## config.mk

```make
export PLATFORM = sky130hd
export DESIGN_NAME = jstk_spi_master
export DESIGN_NICKNAME = d
export VERILOG_FILES = /design/src/rtl/jstk_spi_master.sv
export SDC_FILE = /design/constraint.sdc
export NUM_CORES = 1
export LEC_CHECK = 0
export CAP_MARGIN = 0
export CORE_ASPECT_RATIO = 0.75
export CORE_MARGIN = 2
export CORE_UTILIZATION = 66
export CTS_BUF_LIST = sky130_fd_sc_hd__clkbuf_2 sky130_fd_sc_hd__clkbuf_4 sky130_fd_sc_hd__clkbuf_8
export DETAILED_ROUTE_END_ITERATION = 6
export DONT_BUFFER_PORTS = 1
export PLACE_DENSITY = 0.91
export REMOVE_ABC_BUFFERS = 1
export SYNTH_ARGS = -nofsm -noshare
export SYNTH_HDL_FRONTEND = slang
export SYNTH_SLANG_ARGS = --single-unit
export TNS_END_PERCENT = 50
```

## constraint.sdc

```tcl
create_clock -name CLK -period 2.15 [get_ports CLK]
set_clock_uncertainty 0.15 [all_clocks]
set_input_delay 0.215 -clock CLK [delete_from_list [all_inputs] [get_ports CLK]]
set_output_delay 0.215 -clock CLK [all_outputs]
set_load 0.005 [all_outputs]
```

## src/rtl/jstk_spi_master.sv

```systemverilog
// SPI mode-0 master that polls a joystick: sends one LED command byte plus four pad bytes,
// and returns the X/Y position and button states from the five bytes it receives.
module jstk_spi_master #(
    parameter int GAP_TICKS = 2
) (
    input  logic       CLK,
    input  logic       RESET_N,
    input  logic       CLKDIV,
    input  logic       START,
    input  logic [1:0] LED,
    input  logic       MISO,
    output logic       SS,
    output logic       SCLK,
    output logic       MOSI,
    output logic       BUSY,
    output logic       DONE,
    output logic [9:0] X,
    output logic [9:0] Y,
    output logic [2:0] BTN
);

    // state  | meaning
    // IDLE   | SS high, waiting for START
    // SETUP  | SS low, MOSI holds bit 7, wait one tick
    // XFER   | two ticks per bit: rising samples MISO, falling shifts MOSI
    // GAP    | idle ticks between bytes
    // FINISH | one tick after the last byte, then publish results
    typedef enum logic [2:0] {IDLE, SETUP, XFER, GAP, FINISH} state_t;

    localparam logic [7:0] GAP_LOAD = 8'(GAP_TICKS - 1);

    state_t     state;
    logic       clkdiv_q;
    logic       tick;
    logic [7:0] tx_sh;
    logic [7:0] rx_sh;
    logic [3:0] bit_cnt;
    logic [2:0] byte_idx;
    logic [7:0] gap_cnt;
    logic [7:0] rx0;
    logic [1:0] rx1;
    logic [7:0] rx2;
    logic [1:0] rx3;
    logic [2:0] rx4;

    assign tick = CLKDIV & ~clkdiv_q;

    always_ff @(posedge CLK or negedge RESET_N) begin
        if (!RESET_N) begin
            state    <= IDLE;
            clkdiv_q <= 1'b1;
            SS       <= 1'b1;
            SCLK     <= 1'b0;
            MOSI     <= 1'b0;
            BUSY     <= 1'b0;
            DONE     <= 1'b0;
            X        <= '0;
            Y        <= '0;
            BTN      <= '0;
            tx_sh    <= '0;
            rx_sh    <= '0;
            bit_cnt  <= '0;
            byte_idx <= '0;
            gap_cnt  <= '0;
            rx0      <= '0;
            rx1      <= '0;
            rx2      <= '0;
            rx3      <= '0;
            rx4      <= '0;
        end else begin
            clkdiv_q <= CLKDIV;
            DONE     <= 1'b0;
            case (state)
                IDLE: begin
                    SS   <= 1'b1;
                    SCLK <= 1'b0;
                    BUSY <= 1'b0;
                    if (START) begin
                        tx_sh    <= {6'b100000, LED};
                        MOSI     <= 1'b1;
                        SS       <= 1'b0;
                        BUSY     <= 1'b1;
                        byte_idx <= '0;
                        bit_cnt  <= '0;
                        state    <= SETUP;
                    end
                end
                SETUP: begin
                    if (tick) state <= XFER;
                end
                XFER: begin
                    if (tick) begin
                        if (!SCLK) begin
                            SCLK    <= 1'b1;
                            rx_sh   <= {rx_sh[6:0], MISO};
                            bit_cnt <= bit_cnt + 4'd1;
                        end else begin
                            SCLK <= 1'b0;
                            if (bit_cnt < 4'd8) begin
                                MOSI  <= tx_sh[6];
                                tx_sh <= {tx_sh[6:0], 1'b0};
                            end else begin
                                bit_cnt <= '0;
                                case (byte_idx)
                                    3'd0:    rx0 <= rx_sh;
                                    3'd1:    rx1 <= rx_sh[1:0];
                                    3'd2:    rx2 <= rx_sh;
                                    3'd3:    rx3 <= rx_sh[1:0];
                                    default: rx4 <= rx_sh[2:0];
                                endcase
                                if (byte_idx == 3'd4) begin
                                    state <= FINISH;
                                end else if (GAP_TICKS == 0) begin
                                    // no gap: next pad byte loads on this same falling tick
                                    byte_idx <= byte_idx + 3'd1;
                                    tx_sh    <= 8'h00;
                                    MOSI     <= 1'b0;
                                end else begin
                                    gap_cnt <= GAP_LOAD;
                                    state   <= GAP;
                                end
                            end
                        end
                    end
                end
                GAP: begin
                    if (tick) begin
                        if (gap_cnt == 8'd0) begin
                            byte_idx <= byte_idx + 3'd1;
                            tx_sh    <= 8'h00;
                            MOSI     <= 1'b0;
                            state    <= XFER;
                        end else begin
                            gap_cnt <= gap_cnt - 8'd1;
                        end
                    end
                end
                FINISH: begin
                    if (tick) begin
                        SS    <= 1'b1;
                        BUSY  <= 1'b0;
                        DONE  <= 1'b1;
                        X     <= {rx1, rx0};
                        Y     <= {rx3, rx2};
                        BTN   <= rx4;
                        state <= IDLE;
                    end
                end
                default: state <= IDLE;
            endcase
        end
    end

endmodule

```

Word-level counts from Yosys, hierarchy flattened
Cells that the tools add are included.

Bits in registers: 85. Bits of input ports: 7. Word-level logic and storage cells: 123.

Add/sub/neg operators: 3. $lt $le $gt $ge: 1. Eq/ne operators: 20. Muxes and demuxes: 51. Bitwise gates (word level): 5. Reduce and logical (&&, ||, !) cells: 23.

Operators by type and width (count): 8-bit 2-to-1 mux (6); 7-bit 2-to-1 mux (6); 3-bit 2-to-1 mux (12); 5-bit AND reduction (5); 2-bit inequality test (second input constant) (11); 7-bit one-hot mux with 3 select lines (1); 4-bit 2-to-1 mux (4); 8-bit one-hot mux with 2 select lines (1); 3-bit one-hot mux with 5 select lines (1); 1-bit 2-to-1 mux (14); 7-bit AND reduction (2); 3-bit by 2-bit equality test with 1-bit output (second input constant) (4); 8-bit logical NOT (1); 4-bit one-hot mux with 2 select lines (1); 4-bit AND reduction (2); 8-bit AND reduction (1); 2-bit nonzero test (4); 8-bit by 1-bit subtractor with 8-bit output (second input constant) (1); 3-bit by 1-bit equality test with 1-bit output (second input constant) (2); 3-bit equality test (second input constant) (2); 3-bit logical NOT (2); 1-bit one-hot mux with 2 select lines (3); 3-bit one-hot mux with 2 select lines (1); 2-bit AND reduction (3); other kinds (10) (13).

Longest topological paths before layout
Word-level depth: 6. Gate-level depth with buffers: 7.

Least setup slack after synthesis
OpenSTA, ideal clock, no wires.

Kind: flip-flop to flip-flop. Start point: register clkdiv_q. End point: register rx0[0]. Setup time: 125 ps. Arrival: 1614 ps. Required time: 1875 ps. Slack: 261 ps. Cell stages (with the launch flop): 6. Path buffers: 1. Cell sequence: dfstp_2 > nand2b_2 > nor4_4 > and3_1 > buf_6 > mux2_2.

Longest elaborated chain between the ends: 3.

RTL lines: start: declaration (line 33) `logic clkdiv_q;`; start signal: assignment (line 51) `clkdiv_q <= 1'b1;`; start signal: assignment (line 71) `clkdiv_q <= CLKDIV;`; 1-bit NOT (line 46) `assign tick = CLKDIV & ~clkdiv_q;`; 1-bit bitwise AND (line 46); 5-bit AND reduction (no line); end signal: assignment (line 105) `3'd0: rx0 <= rx_sh;`; end: declaration (line 40) `logic [7:0] rx0;`.

No other way between the ends. A chain may end at the register's enable or synchronous reset.

Worst setup path after layout
Start point: register state[0]. End point: register rx_sh[3].

Longest elaborated chain between the ends: 2.

RTL lines: start: declaration (line 32) `state_t state;`; start signal: assignment (line 50) `state <= IDLE;`; start signal: assignment (line 85) `state <= SETUP;`; start signal: assignment (line 89) `if (tick) state <= XFER;`; 3-bit by 2-bit equality test with 1-bit output (line 73) `case (state)`; 3-bit AND reduction (no line); end signal: assignment (line 95) `rx_sh <= {rx_sh[6:0], MISO};`; end: declaration (line 36) `logic [7:0] rx_sh;`.

No other way between the ends.

==> metrics.yaml <==
outcome:
  status: "finished with violations"
  violations: "negative hold slack"
routing:
  wl_per_cell_um: 19.4
  vias_per_cell: 6.17
  drtPass1Iterations: 4
  drt_wl_total_um: 7680
  num_vias: 2437
  ant_nets: 0
  drt_first_iter_violations: 104
  drc: 0
critical_path:
  critical_path_class: "register to register"
  cp_data_required_time_ns: 2.26
  r2r_end: "rx_sh[3]"
  path_delay_family: "simple AND/OR/NAND/NOR gates"
  arrival_ns: 2.12
  crit_path_max_incr_delay_ns: 0.51
  startpoint: "state[0]"
  crit_path_top_delay_cell: "dfrtp_1"
  r2r_start: "state[0]"
  crit_fanout: 9
  crit_buf_inv: 1
  worst_setup_path_end_kind: "register"
  startpoint_type: "register"
  r2r_cells: 4
  crit_chain: "buf_4 > nor3_2 > nand2_1 > mux2_2"
  reg2reg_slack_ns: 0.14
timing:
  max_freq_mhz: 498
  max-slew-margin-rel_pct: 63.4
  worst_pin_slew_ns: 0.545
  slew_viol_final: 0
  hold_viol: 85
  fin_crit_sh_pct: 93.5
  whs_ns: -0.624
  rsz0062_at_grt: "no"
  fin_tns_setup_ns: 0
  finalCriticalPeriod_ns: 2.01
  finalSetupViolations: 0
global_route:
  top_usage_layer: "met2"
  use_met1_pct: 36.4
  grtUsageTotal_pct: 26.7
  gr-usage-met2_pct: 42.4
  grt_pass1_vias: 2543
  grt_max_degree: 86
  overflow: 0
  antenna_found_initial: 0
  grt_pass1_wl_um: 13000
  grt_use_met3_pct: 6.80
die:
  ios: 35
  die_width_um: 91.9
  core_area_mm2: 0.00547
  die_area_mm2: 0.00642
  initial_core_util_pct: 69.9
  rows: 23
  fp.dieH_um: 69.9
synth:
  syn_area_mm2: 0.00382
  synth_xor_area_share_pct: 0
  synth_area_leaders: "dfrtp_1 (54%), mux2_2 (16%), ha_1 (2.6%), nand2_1 (2.4%), dfstp_2 (1.4%)"
  synth-seq-cells: 85
  synth_area_per_cell_um2: 12.9
  yosys.area_share.adder_pct: 2.62
  post_synth_and_or_nand_nor_area_fraction_pct: 11.2
  async_flop_share_pct: 100
  synth_top_area_share_pct: 54.3
  synth_largest_area_cell: "dfrtp_1"
  synth_cells: 297
  muxShareOfSynthArea_pct: 17.7
  yosys_warnings: 0
  ys_seq_area_share_pct: 55.7
  synth_compound_area_share_pct: 9.89
  synth_top_family_by_area: "multiplexers"
  synth_ff_type: "dfrtp_1"
  synth-edff-count: 0
  yosysUniqueCellTypes: 50
clocking:
  clk_latency_ns: 0.37
  h-tree-depth: 3
  clock-root-buffer: "clkbuf_8"
  clkSinkCount: 85
  hold_buffers: 4
  cts_max_path_buffers: 2
  cts_setup_buffers: 0
  cts_tree: "yes"
  path_clk_slew_ns: 0.09
  numCtsBuffers: 9
final_layout:
  final_common_cell: "dfrtp_1"
  num_antenna_cells: 0
  fillers: 313
  layout_common_cells: "dfrtp_1 (83), mux2_2 (54), nand2_1 (24)"
  nNetsFinal: 330
  area_delta_synth_final_pct: 9.30
  drive_gt1_share_pct: 31.6
  final_cells: 395
power:
  vdd_drop_max_v: 0.000683
  p_sw_share_pct: 34.3
  p_seq_share_pct: 51.3
  power_frac_comb_pct: 22.7
  p_leak_nw: 2.04
  power.internal_mw: 2.77
  power_switching_mw: 1.45
  finalPower_mw: 4.21
  p_per_area_mw_per_mm2: 1010
  p_clk_share_pct: 26.0
place:
  placed_cells: 375
  io_buffers: 0
  dpl.hpwl_um: 4670
  gp_congestion: 0.880
hold_path:
  worst_hold_path_type: "primary input to asynchronous set/reset pin"
run:
  cap_violations: 0
metrics by stage:
stage | cell area [um2] | util [%] | setup slack, ns
after floorplan | 3740 | - | -0.0414
after global placement | 3940 | 72.1 | 0.172
after detailed placement | 3940 | 72.1 | 0.103
after CTS | 4170 | 76.3 | 0.0836
after global routing | 4180 | 76.4 | 0.0442
final | 4180 | 76.4 | 0.141
sequential cells by signal, indices dropped and copies added (netlist names), 4 cells and up:
signal   cells
Y           10
bit_cnt      4
gap_cnt      8
X           10
rx2          8
tx_sh        7
rx_sh        8
rx0          8
layer usage:
metal | wire length, um | up-vias
met5 | 0 | -
met1 | 3480 | 1244
met3 | 383 | 7
met2 | 3750 | 72
li1 | - | 1114
met4 | 63 | 0
cell type report:
class	instances	area (um2)	area share [%]
Sequential cell	85	2130	51.0
Multi-Input combinational cell	193	1590	38.1
Timing Repair Buffer	18	145	3.47
Clock buffer	10	138	3.29
Tap cell	75	93.8	2.25
Clock inverter	6	51.3	1.23
Inverter	8	30.0	0.719
worst register-to-register path: cells and delay by family (launching register included):
family,cells,cell delay (ns)
flip-flops,1,0.51
buffers and inverters,1,0.23
multiplexers,1,0.39
AND/OR/NAND/NOR,2,0.64
power groups by stage:
stage                     sequential, mW  clock (mW)  combinational (mW)
after global placement              2.16           0               0.887
after detailed placement            2.18           0               0.940
after global routing                2.20        1.19                1.08
final                               2.16        1.10               0.956
after floorplan                     2.12           0               0.708
after CTS                           2.15        1.12               0.957
how the worst max path moves through the flow:
stage	to	slack (ns)	cells after the start
floorplan	rx0[0]	-0.04	4
global placement	rx0[5]	0.17	4
detailed placement	rx0[0]	0.10	4
CTS	rx0[5]	0.08	4
global route	rx_sh[5]	0.04	4
finish	rx_sh[3]	0.14	4
logic make-up after synthesis:
family,after synthesis
DFF,85
and+or+nand+nor,75
muxes,60
AOI/OAI and AO/OA,50
buffers and inverters,19
adders and majority gates,8
cell usage after synthesis, types with 2 or more instances:
cell	instances
a31oi_1	7
buf_2	4
or2_2	2
a22o_1	6
mux2_1	2
inv_1	8
nor4_1	2
o31ai_1	3
nand2b_1	2
dfrtp_1	83
nand2_1	24
nor3_1	8
and3_1	4
nand3b_1	3
nor2b_1	2
o21a_1	5
nor4_4	2
clkbuf_1	2
dfstp_2	2
mux2i_1	3
a21oi_1	9
ha_1	8
nand3_1	5
mux2_2	54
nor2_1	12
buf_6	4
o21ai_0	8
repair_timing:
action,CTS,global route
gates resized for setup,0,2
endpoints found under the setup margin,0,9
hold endpoints to repair,89,85
No activity file was read; power rests on OpenSTA's default activity.
